`config.mk`:
```
export PLATFORM = sky130hd
export DESIGN_NAME = mem_port_arbiter
export DESIGN_NICKNAME = d
export VERILOG_FILES = /design/src/rtl/mem_port_arbiter.sv
export SDC_FILE = /design/constraint.sdc
export NUM_CORES = 1
export LEC_CHECK = 0
export CAP_MARGIN = 15
export CORE_MARGIN = 4
export CORE_UTILIZATION = 37
export CTS_CLUSTER_SIZE = 25
export DETAILED_ROUTE_END_ITERATION = 10
export GPL_ROUTABILITY_DRIVEN = 0
export MAX_ROUTING_LAYER = met4
export PLACE_DENSITY = 0.86
export SYNTH_ARGS = -nofsm -noshare
export SYNTH_HDL_FRONTEND = slang
export SYNTH_SLANG_ARGS = --single-unit
```
`constraint.sdc`:
```
create_clock -name clk -period 5.5 [get_ports clk]
set_input_delay 1.1 -clock clk [delete_from_list [all_inputs] [get_ports clk]]
set_output_delay 1.1 -clock clk [all_outputs]
set_load 0.02 [all_outputs]
```
`src/rtl/mem_port_arbiter.sv`:
```
// mem_port_arbiter
//   Shares one single-ported instruction/data memory between the fetch (IF)
//   and data (MEM) stages. One access is in flight at a time; a fixed memory
//   latency is tracked with a down-counter and each completion is signalled
//   by a one-cycle ready pulse together with registered read data.
//
// Ports
//   clk, rst_n              rising-edge clock, asynchronous active-low reset
//   if_req/if_addr          fetch request, held until if_ready
//   if_rdata/if_ready       fetched word and its one-cycle completion pulse
//   d_req/d_we/d_addr/d_wdata  data request (load/store), held until d_ready
//   d_rdata/d_ready         load data and its one-cycle completion pulse
//   mem_en/mem_we/mem_addr/mem_wdata  memory command, driven in the issue cycle
//   mem_rdata               memory read data, valid MEM_LAT cycles after mem_en
//   stall_if                freeze PC and IF/ID
//   stall_mem               freeze the whole pipeline
module mem_port_arbiter #(
    parameter int ADDR_W  = 32,
    parameter int DATA_W  = 32,
    parameter int MEM_LAT = 2
) (
    input  logic              clk,
    input  logic              rst_n,
    input  logic              if_req,
    input  logic [ADDR_W-1:0] if_addr,
    output logic [DATA_W-1:0] if_rdata,
    output logic              if_ready,
    input  logic              d_req,
    input  logic              d_we,
    input  logic [ADDR_W-1:0] d_addr,
    input  logic [DATA_W-1:0] d_wdata,
    output logic [DATA_W-1:0] d_rdata,
    output logic              d_ready,
    output logic              mem_en,
    output logic              mem_we,
    output logic [ADDR_W-1:0] mem_addr,
    output logic [DATA_W-1:0] mem_wdata,
    input  logic [DATA_W-1:0] mem_rdata,
    output logic              stall_if,
    output logic              stall_mem
);

    localparam logic [1:0] IDLE   = 2'd0;
    localparam logic [1:0] BUSY_I = 2'd1;
    localparam logic [1:0] BUSY_D = 2'd2;

    localparam logic [3:0] LAT_INIT = 4'(MEM_LAT);

    logic [1:0] state;
    logic [3:0] lat_cnt;
    logic       last_grant;   // 0 = fetch won last, 1 = data won last
    logic       busy_store;   // access in flight is a store: keep d_rdata

    logic i_elig;
    logic d_elig;
    logic issue;
    logic grant_d;

    // A port pulsing ready this cycle still shows its old request; masking it
    // prevents that completed request from being issued a second time.
    // The FSM returns to IDLE in the completion cycle, so issuing only from
    // IDLE lets a new access overlap the ready pulse.
    always_comb begin
        i_elig  = if_req & ~if_ready;
        d_elig  = d_req & ~d_ready;
        issue   = rst_n & (state == IDLE) & (i_elig | d_elig);
        grant_d = (i_elig & d_elig) ? ~last_grant : d_elig;

        mem_en    = issue;
        mem_we    = issue & grant_d & d_we;
        mem_addr  = '0;
        mem_wdata = '0;
        if (issue) begin
            mem_addr = grant_d ? d_addr : if_addr;
            if (grant_d) begin
                mem_wdata = d_wdata;
            end
        end

        stall_mem = d_req & ~d_ready;
        stall_if  = (if_req & ~if_ready) | stall_mem;
    end

    always_ff @(posedge clk or negedge rst_n) begin
        if (!rst_n) begin
            state      <= IDLE;
            lat_cnt    <= '0;
            last_grant <= 1'b1;
            busy_store <= 1'b0;
            if_ready   <= 1'b0;
            d_ready    <= 1'b0;
            if_rdata   <= '0;
            d_rdata    <= '0;
        end else begin
            if_ready <= 1'b0;
            d_ready  <= 1'b0;
            case (state)
                IDLE: begin
                    if (issue) begin
                        state      <= grant_d ? BUSY_D : BUSY_I;
                        lat_cnt    <= LAT_INIT;
                        last_grant <= grant_d;
                        busy_store <= grant_d & d_we;
                    end
                end
                BUSY_I, BUSY_D: begin
                    // lat_cnt==1 marks the cycle in which mem_rdata is valid.
                    if (lat_cnt == 4'd1) begin
                        state   <= IDLE;
                        lat_cnt <= '0;
                        if (state == BUSY_I) begin
                            if_rdata <= mem_rdata;
                            if_ready <= 1'b1;
                        end else begin
                            d_ready <= 1'b1;
                            if (!busy_store) begin
                                d_rdata <= mem_rdata;
                            end
                        end
                    end else begin
                        lat_cnt <= lat_cnt - 4'd1;
                    end
                end
                default: begin
                    state   <= IDLE;
                    lat_cnt <= '0;
                end
            endcase
        end
    end

endmodule

```
# == Yosys cells after proc, flatten, opt, wreduce, memory -nomap -nowiden ==
# Cells that the tools add are included.
# op_classes
addsub,1
n_eq_ne,5
n_mux,18
n_bitwise,14
reduce_logical,6
# op_table
op,n
32-bit two-way mux,4
1-bit bitwise AND,8
4-bit two-way mux,2
4-bit case mux with 2 select lines,1
1-bit two-way mux,7
2-bit two-way mux,3
1-bit NOT,5
"4-bit by 1-bit == test with 1-bit output, second input constant",1
"2-bit inequality test, second input constant",2
2-bit case mux with 2 select lines,1
2-bit AND reduction,2
4-bit AND reduction,1
"4-bit by 1-bit subtractor with 4-bit output, second input constant",1
3-bit AND reduction,1
"2-bit by 1-bit == test with 1-bit output, second input constant",1
"2-bit == test, second input constant",1
2-bit zero test,1
2-bit OR reduction,1
1-bit OR,1
# word_totals
regBits,74
inputBits,133
output_inout_bits,134

# == Longest topological paths before layout ==
# depth
word_depth,7
ltp_mapped,9
mapped_depth_nobuf,7

# == Worst setup path before layout ==
# Ideal clock, no wire load.
# synth_timing
path_type,input to output
start,input port if_req
end,output port mem_wdata[22]
arrival_time_ps,2253
required_time_ps,4400
setup_slack_ps,2147
stages,4
n_path_buf,1
cell_sequence,nor2b_1 -> a211oi_1 -> clkbuf_1 -> and2_1
# synth_between
elab_chain_cells,5
elab_cells_between_ends,7
cone_classes,3 x mux; 4 x bitwise
# synth_rtl
item,line,source
"start, declared",24,"input logic if_req,"
1-bit bitwise AND *,64,i_elig = if_req & ~if_ready;
1-bit bitwise AND,67,grant_d = (i_elig & d_elig) ? ~last_grant : d_elig;
1-bit two-way mux,67,
32-bit two-way mux,75,if (grant_d) begin
32-bit two-way mux *,73,if (issue) begin
"end, declared",37,"output logic [DATA_W-1:0] mem_wdata,"
# Mark *: on every way between the ends. The rest lies on a longest branch, timed or not.

# == Final worst setup path ==
# layout_timing
start,input port if_req
end,output port mem_addr[2]
# layout_between
elab_chain_cells,5
elab_cells_between_ends,7
cone_classes,3 x mux; 4 x bitwise
# layout_rtl
item,line,source
1-bit bitwise AND *,64,
1-bit bitwise AND,67,
1-bit two-way mux,67,
32-bit two-way mux,74,mem_addr = grant_d ? d_addr : if_addr;
32-bit two-way mux *,73,
"end, declared",36,"output logic [ADDR_W-1:0] mem_addr,"
# Marked as above.

==> impl_metrics.csv <==
group,metric,value,unit
status,outcome,"finished clean",
setup_path,crit_chain,"clkdlybuf4s50_1, nor2b_1, a21oi_2, buf_4, nand2_1, a21oi_1, clkdlybuf4s50_1",
sta,slew_headroom,29.68,%
min_path,hp-start,"busy_store",
sta,fin_skew,0.01261,ns
cts,insertion_delay,0.35,ns
power,power,2973,uW
setup_path,critPathRequiredTime,4.40,ns
placement,dp_hpwl,10.37,mm
placement,io_buffers,266,
route,wl_per_cell,18.20,um
route,vias_per_cell,4.789,
sta,period_needed,4.492,ns
route,drt.antenna.violating_nets,0,
yosys,synth_warnings,0,
setup_path,reg2reg_from,"lat_cnt[1]",
sta,hold_violations,0,
global_route,globalRouteTotalUtil,22.95,%
yosys,async_flop_share,100.0,%
route,drcViolationCount,0,
yosys,synth_cells,337,
power,irDropWorstVdd,0.3356,mV
route,drtIter0Drc,199,
cts,cts_resized,0,
yosys,synth_seq_cells,74,
setup_path,cp_slowest_cell,"clkdlybuf4s50_1",
sta,whs,0.4745,ns
global_route,grt_pass1_wl,20.06,mm
setup_path,reg2regPathDepth,7,
power,powerDensity,450.8,nW/um2
cts,clockBufferDepth,2,
sta,period_share,81.68,%
min_path,hold_class,"reg2reg",
min_path,hold_end,"busy_store",
finish,final_common_cell,"clkdlybuf4s50_1",
cts,cts_buffers,9,
cts,hold_buffers,0,
yosys,synth_edf_count,0,
yosys,synth_cell_types,36,
setup_path,crit_path_end_kind,"primary output",
min_path,min_path_cells,1,
setup_path,critical_path_class,"in2out",
floorplanning,core,9415,um2
yosys,yosysTopAreaCellShare,50.09,%
yosys,synth_top_cell_by_area,"dfrtp_1",
cts,cts_max_level,3,
yosys,synthTopCellsByArea,"dfrtp_1, mux2_2, mux2_1, nand2_1, and2_1",
floorplanning,fp-row-count,35,
route,via_count,3510,
global_route,antenna_found_initial,0,
job,cap_violations,0,
floorplanning,initial_utilization,38.74,%
setup_path,path_common_cell,"clkdlybuf4s50_1",
cts,cts_sinks,74,
yosys,syn-num-nets,475,
setup_path,r2r_slack,2.81,ns
finish,area_growth,80.79,%
route,wirelength,13.34,mm
cts,cts_setup_buffers,0,
sta,rsz0062_at_grt,"false",
sta,worstMarginPinSlew,1.052,ns
cts,cts_root_buffer,"clkbuf_8",
floorplanning,die_area,11510,um2
sta,setup_tns,0,ns
yosys,yosysSeqAreaShare,50.81,%
floorplanning,io_pins,267,
yosys,synth_flop_cell,"dfrtp_1",
finish,nNetsFinal,737,
finish,drive_gt1_share,10.43,%
global_route,grt_pass1_vias,3845,
global_route,grt_max_degree,76,
route,dr.pass1.iters,4,
sta,final_max_slew_viol_count,0,
yosys,avgSynthCellArea,10.82,um2
finish,antenna_cells,0,
finish,layout_common_cells,"clkdlybuf4s50_1, dfrtp_1, nand2_1",
sta,max_freq,222.6,MHz
power,leakage,0.002767,uW
cts,tritoncts,"built",
floorplanning,die_h,107.3,um
setup_path,crit_fanout,20,
setup_path,crit_path_max_incr_delay,0.64,ns
setup_path,cp-start-kind,"input pin",
floorplanning,die_x,107.3,um
sta,setup_viol_count_final,0,
setup_path,timing.rr.end,"d_rdata[6]",
global_route,grt_overflow,0,
cts,clk_pin_slew,0.07,ns
yosys,syn_area,3647,um2
setup_path,worstPathArrival,3.39,ns
==> flip-flops by register name, summed over array words and instances, names as in the netlist <==
signal,cells
state,2
busy_store,1
if_rdata,32
lat_cnt,4
d_ready,1
if_ready,1
d_rdata,32
last_grant,1
==> how the worst max path moves through the flow <==
stage | cells past startpoint | end | start | slack [ns]
2_1_floorplan | 4 | mem_wdata[22] | if_req | 2.15
3_3_place_gp | 7 | mem_addr[26] | d_req | 1.13
3_5_place_dp | 7 | mem_addr[29] | if_req | 1.03
4_1_cts | 7 | mem_addr[29] | if_req | 1.02
5_1_grt | 7 | mem_addr[29] | d_req | 0.88
6_report | 7 | mem_addr[2] | if_req | 1.01
==> metrics by stage <==
stage / cell area [um2] / cells / worst slack [ns] / utilization (%)
6_report: 6594 / 733 / 1.008 / 70.03
5_1_grt: 6594 / 733 / 0.8818 / 70.03
4_1_cts: 6594 / 733 / 1.024 / 70.03
3_5_place_dp: 6406 / 717 / 1.030 / 68.04
3_3_place_gp: 6406 / 717 / 1.133 / 68.04
2_1_floorplan: 3647 / 337 / 2.147 / -
==> routing by layer <==
layer / track usage (%) / share of wire (%) / up-vias
li1: - / - / 1662
met1: 25.86 / 38 / 1693
met5: - / 0 / -
met2: 38.65 / 52 / 141
met3: 9.478 / 8.7 / 14
met4: 4.475 / 1.2 / 0
==> area by class of cell <==
type / count / area, um2
fillers: 700 / 2821
repair buffers: 272 / 2705
flip-flops and latches: 74 / 1853
multi-input cells: 235 / 1660
well taps: 129 / 161.4
clock buffers: 10 / 137.6
clock inverters: 6 / 50.05
inverters: 7 / 26.28
==> power by group <==
part / internal (uW) / leakage (uW) / switching (uW)
Clock: 182 / 0.0000948 / 216
Sequential: 794 / 0.000908 / 137
Combinational: 835 / 0.00176 / 809
==> Yosys cell counts (2+ instances only) <==
master / count
nand2_1: 68
ha_1: 5
o211ai_1: 2
o21ai_0: 3
buf_1: 4
buf_8: 3
nand3_1: 3
a21oi_1: 33
nand2b_1: 2
mux2_2: 34
a21o_1: 4
buf_2: 4
and2_1: 33
clkbuf_1: 9
inv_1: 7
dfrtp_1: 73
a211o_1: 2
mux2_1: 30
==> cells by family (layout without fill, tap and decap cells) <==
kind of cell | after synthesis | count (layout) | synth area share [%]
and+or+nand+nor | 116 | 116 | 15.57
buffers and inverters | 28 | 295 | 4.048
muxes | 65 | 65 | 20.03
AOI/OAI and AO/OA | 49 | 49 | 7.822
adders and majority gates | 5 | 5 | 1.715
DFF | 74 | 74 | 50.81
==> worst max-delay path: cells and delay by family <==
family,cells,cell delay [ns]
buffers and inverters,3,1.40
AND/OR/NAND/NOR,2,0.27
AO/OA/AOI/OAI,2,0.62
Note: power is estimated with default switching activity, not from simulation.
